### config.mk
export PLATFORM = sky130hd
export DESIGN_NAME = if_id_queue
export DESIGN_NICKNAME = d
export VERILOG_FILES = /design/src/rtl/if_id_queue.sv
export SDC_FILE = /design/constraint.sdc
export NUM_CORES = 1
export LEC_CHECK = 0
export ABC_AREA = 1
export ABC_CLOCK_PERIOD_IN_PS = 8620
export CAP_MARGIN = 20
export CELL_PAD_IN_SITES_DETAIL_PLACEMENT = 1
export CELL_PAD_IN_SITES_GLOBAL_PLACEMENT = 1
export CORE_ASPECT_RATIO = 0.7
export CORE_UTILIZATION = 35
export CTS_BUF_LIST = sky130_fd_sc_hd__clkbuf_8
export DETAILED_ROUTE_END_ITERATION = 16
export PLACE_DENSITY = 0.8
export REMOVE_ABC_BUFFERS = 1
export SYNTH_ARGS = -nofsm -noshare
export SYNTH_HDL_FRONTEND = slang
export SYNTH_SLANG_ARGS = --single-unit
### constraint.sdc
create_clock -name clk -period 8.62 [get_ports clk]
set_input_delay 1.724 -clock clk [delete_from_list [all_inputs] [get_ports clk]]
set_output_delay 1.724 -clock clk [all_outputs]
set_load 0.005 [all_outputs]
### src/rtl/if_id_queue.sv
// rtl/if_id_queue.sv - IF->ID circular queue of {pc, inst} entries with flush and one-entry lookahead
module if_id_queue #(
  parameter int ADDR_WIDTH = 64,
  parameter int INST_WIDTH = 32,
  parameter int DEPTH      = 4
) (
  input  logic                          clk,
  input  logic                          reset_n,
  input  logic                          flush,
  input  logic                          f_valid,
  output logic                          f_ready,
  input  logic [ADDR_WIDTH-1:0]         f_pc,
  input  logic [INST_WIDTH-1:0]         f_inst,
  output logic                          d_valid,
  input  logic                          d_ready,
  output logic [ADDR_WIDTH-1:0]         d_pc,
  output logic [ADDR_WIDTH-1:0]         d_pc4,
  output logic [INST_WIDTH-1:0]         d_inst,
  output logic                          d_next_valid,
  output logic [ADDR_WIDTH-1:0]         d_pc_next,
  output logic [INST_WIDTH-1:0]         d_inst_next,
  output logic [$clog2(DEPTH+1)-1:0]    count,
  output logic                          empty,
  output logic                          full
);

  localparam int PW = $clog2(DEPTH);
  localparam int CW = $clog2(DEPTH+1);
  localparam logic [ADDR_WIDTH-1:0] INST_BYTES = ADDR_WIDTH'(INST_WIDTH / 8);

  logic [ADDR_WIDTH-1:0] mem_pc_q   [DEPTH];
  logic [INST_WIDTH-1:0] mem_inst_q [DEPTH];

  logic [PW-1:0] rd_ptr_q, rd_ptr_d;
  logic [PW-1:0] wr_ptr_q, wr_ptr_d;
  logic [CW-1:0] count_q, count_d;
  logic [PW-1:0] rd_ptr_nxt;

  logic push;
  logic pop;
  logic is_empty;
  logic is_full;
  logic has_two;

  // Status flags are pure functions of the registered occupancy.
  always_comb begin
    is_empty = (count_q == '0);
    is_full  = (count_q == CW'(DEPTH));
    has_two  = (count_q >= CW'(2));
    push     = f_valid & ~is_full & ~flush;
    pop      = ~is_empty & d_ready & ~flush;
  end

  // Next-state for pointers and occupancy; flush wins over push/pop.
  always_comb begin
    rd_ptr_d = rd_ptr_q;
    wr_ptr_d = wr_ptr_q;
    count_d  = count_q;
    if (flush) begin
      rd_ptr_d = '0;
      wr_ptr_d = '0;
      count_d  = '0;
    end else begin
      if (push) begin
        wr_ptr_d = wr_ptr_q + PW'(1);
      end
      if (pop) begin
        rd_ptr_d = rd_ptr_q + PW'(1);
      end
      count_d = count_q + {{(CW-1){1'b0}}, push} - {{(CW-1){1'b0}}, pop};
    end
  end

  // Control state with asynchronous clear so reset drops every entry at once.
  always_ff @(posedge clk or negedge reset_n) begin
    if (!reset_n) begin
      rd_ptr_q <= '0;
      wr_ptr_q <= '0;
      count_q  <= '0;
    end else begin
      rd_ptr_q <= rd_ptr_d;
      wr_ptr_q <= wr_ptr_d;
      count_q  <= count_d;
    end
  end

  // Entry storage; contents are only meaningful between the pointers, so no clear.
  always_ff @(posedge clk) begin
    if (push) begin
      mem_pc_q[wr_ptr_q]   <= f_pc;
      mem_inst_q[wr_ptr_q] <= f_inst;
    end
  end

  // Head and lookahead read-out, zeroed when the corresponding entry is absent.
  always_comb begin
    rd_ptr_nxt   = rd_ptr_q + PW'(1);
    f_ready      = ~is_full;
    d_valid      = ~is_empty;
    d_next_valid = has_two;
    count        = count_q;
    empty        = is_empty;
    full         = is_full;
    d_pc         = '0;
    d_pc4        = '0;
    d_inst       = '0;
    d_pc_next    = '0;
    d_inst_next  = '0;
    if (!is_empty) begin
      d_pc   = mem_pc_q[rd_ptr_q];
      d_pc4  = mem_pc_q[rd_ptr_q] + INST_BYTES;
      d_inst = mem_inst_q[rd_ptr_q];
    end
    if (has_two) begin
      d_pc_next   = mem_pc_q[rd_ptr_nxt];
      d_inst_next = mem_inst_q[rd_ptr_nxt];
    end
  end

endmodule

==> impl_results.md <==
- Fin area: 26700 µm²
- # nets final: between 2000 and 3000
- Final Hold Fails: 0
- Setup_tns: 0 ns
- EDFF count, synth: ~380
- Hold path cells: 3
- DRT antenna net count: 0
- CP endpoint kind: output pin
- Die W: 297 µm
- Minimum clock period: between 7 and 8 ns
- WL final: 83600 µm
- Final Skew: between 0.02 and 0.03 ns
- Synth Area in Compound Gates: 11.2%
- Vert. Die Dim: approximately 210 µm
- Post-CTS setup buffers: 0
- Most numerous cell on the critical path: inv_1
- Critical Path AT: around 5.4 ns
- Gr usage total: a little over a quarter
- Initial Util: about 36%
- Cell area after synthesis: 21400 µm²
- Max incr delay on CP: around 0.97 ns
- Core Footprint: 60200 µm²
- Achievable frequency: 140 MHz
- Worst EP required: 6.90 ns
- Detailed Routing Iterations Pass 1: 8
- Outcome: complete, no violations
- 1st-iter DRT viols: 1576
- Pin count of the biggest net entering global routing: 173
- Max-slew violation count: 0
- Max Root-Sink Buffers: 3
- Async S/R FF share, synth: 1.79%
- Area delta synth->final: 25.0%
- Reg2reg start: count[0]$_DFF_PN0_
- Commonest non-fill, non-tap cell in the layout: nand2_1
- Ys Warns: 0
- Total Power: 8600 µW
- CTS tree: yes
- Rows: 75
- Xor/xnor share of the synthesized area: 0.164%
- CP Launch Type: flip-flop
- Detailed Place HPWL: approximately 55000 µm
- Simple-gate share of the synthesized area: a little over a quarter
- Endpoints failing setup: 0
- Crit path cell chain: buf_4, nand2_1, nand3_1, nand2_1, inv_1, ha_1, inv_1, nor2_4, nand3_1, inv_1, nand2_2, nor2_1, a21oi_1, nor2_1, clkdlybuf4s50_1
- Global-route wire length before repair: 125000 µm
- Beginning of the worst hold path: wr_ptr_q[0]$_DFFE_PN0P_
- Crit path buffers/inverters: 5
- DRC viols: 0
- Cell family with most CP delay: buffers and inverters
- Slew headroom: 23.9%
- Cts hold-fix bufs: 0
- GR Overflow Total: 0
- Worst vdd ir: between 200 and 300 µV
- Hold EP: wr_ptr_q[0]$_DFFE_PN0P_
- Synthesized instance count: 2554
- Worst skew pair latency: 0.67 ns
- Clock sink count: 391
- Post-CTS sizing: 0
- Worst path slowest cell: dfrtp_4
- PD cells: 322 nW/µm²
- Share of cells above drive strength 1: under 10%
- Mux share of post-synthesis cell area: 0%
- Total CTS buffers: 68
- Seq/Total Area, Yosys: 54.7%
- Gpl congestion: 0.921
- Placed cell area: 25500 µm²
- Number of I/O port buffers: 364
- Clock-pin slew on the worst setup and hold paths: 0.06 ns
- Vias after detailed routing: 20300
- #FFs+latches synth: 391
- Cell type with the largest total area after synthesis: edfxtp_1
- Initial antenna violation count: 6
- Max-cap viol count: 0
- WL/cell: 22.5 µm
- Tcrit/Tclk final: 82.9%
- Crit path kind: flip-flop to output pin
- Root buffer cell: clkbuf_8
- Critical path fanouts, max: 75
- Full die area: around 62000 µm²
- Least-Margin Pin Slew: ~1.1 ns
- Adder and majority cell fraction of the synthesized area: less than 1%
- Dominant cells by area after synthesis: edfxtp_1, nand2_1, nor2_1
- Synth Flop Type: edfxtp_1
- Final Hold Slack: ~0.65 ns
- Synth top area share: 53.9%
- Vias in the first global route: roughly 21000
- H-Tree Depth: 3
- RSZ-0062 raised after global routing: false
- Library cells used by synthesis: 35
- Most frequent cells in the layout: nand2_1, edfxtp_1, clkdlybuf4s50_1
- Post-Syn Area per Cell: 8.38 µm²
- # IOs: roughly 370
- Worst r2r dst: count[2]$_DFF_PN0_
- Leak Pwr: roughly 0.01 µW
- Hold Path Class: flip-flop to flip-flop
- R2R setup slack: 4.79 ns
- DR vias/cell: 5.47
- Reg2reg path depth: 12
- Largest family of logic cells by synthesized area: simple AND/OR/NAND/NOR gates
how the worst max path moves through the flow:
stage                            start        end  slack (ns)  cells after the start
4_1_cts        rd_ptr_q[0]$_DFFE_PN0P_  d_pc4[57]        1.56                     13
5_1_grt        rd_ptr_q[0]$_DFFE_PN0P_  d_pc4[57]        1.23                     13
2_1_floorplan       count[2]$_DFF_PN0_  d_pc4[63]       -0.08                      7
6_report       rd_ptr_q[0]$_DFFE_PN0P_  d_pc4[56]        1.48                     15
3_3_place_gp   rd_ptr_q[0]$_DFFE_PN0P_  d_pc4[40]        2.47                     15
3_5_place_dp   rd_ptr_q[0]$_DFFE_PN0P_  d_pc4[57]        2.32                     13
worst register-to-register path, cell delays in order (launching register included):
cell and delay (ns):
dfrtp_1 0.42, or2_2 0.33, nor2_4 0.09, buf_4 0.65, buf_4 0.75, nor3_1 0.24, ha_1 0.34, inv_1 0.06
ha_1 0.15, inv_1 0.07, fa_1 0.39, o21ai_0 0.17, a21oi_1 0.06
routing by layer:
| metal | vias up | wire, µm | share of wire, % | global-route usage, % |
|---|---|---|---|---|
| li1 | 9211 | - | - | - |
| met1 | 10100 | 35500 | 42 | 34.4 |
| met2 | 823 | 38900 | 47 | 43.2 |
| met3 | 154 | 6880 | 8.2 | 5.98 |
| met4 | 4 | 2340 | 2.8 | 8.60 |
| met5 | - | 23 | 0.028 | 0 |
through the flow:
step | instances | worst slack, ns | util (%)
2_1_floorplan | 2403 | -0.0756 | -
3_3_place_gp | 3595 | 2.47 | 42.4
3_5_place_dp | 3596 | 2.32 | 42.4
4_1_cts | 3711 | 1.56 | 44.4
5_1_grt | 3712 | 1.23 | 44.4
6_report | 3714 | 1.48 | 44.4
synth_stat cells, types with 2 or more instances:
master and count:
o211ai_1 3, clkbuf_1 64, a21oi_1 115, a22o_1 56, buf_4 17, inv_2 3
ha_1 8, nand3_1 156, nand2_1 943, nand2_2 11, xor2_1 4, a22oi_1 5
edfxtp_1 384, buf_6 13, nand3b_1 2, nor3_1 9, nor2_4 7, o21ai_0 129
dfrtp_1 7, o21ai_1 2, a31oi_1 90, inv_1 122, nor2_2 19, buf_2 46
o22ai_1 5, clkinv_1 2, buf_1 9, nor2_1 316
final cells by class:
cell class,count,area [µm²]
Antenna cell,3,7.51
Clock buffer,68,936
Clock inverter,47,285
Fill cell,7111,33400
Inverter,128,500
Multi-Input combinational cell,1884,8430
Sequential cell,391,11700
Tap cell,808,1010
Timing Repair Buffer,385,3850
where the power goes:
part           total, µW  switching, µW  internal (µW)
Clock               1600            799            802
Sequential          2320            108           2210
Combinational       4680           2840           1840
state kept, by name (all words and copies together), names as in the netlist:
name,flops
mem_pc_q,256
rd_ptr_q,2
wr_ptr_q,2
count,3
mem_inst_q,128
cell families (layout without fill, tap and decap cells):
logic type / Yosys count / in the layout
buf+inv: 279 / 628
compound gates: 407 / 407
flops: 391 / 391
fa+ha+maj: 9 / 9
simple gates: 1464 / 1464
xor+xnor: 4 / 4
other cells: 0 / 3
Power figures use the tool's default switching activity.
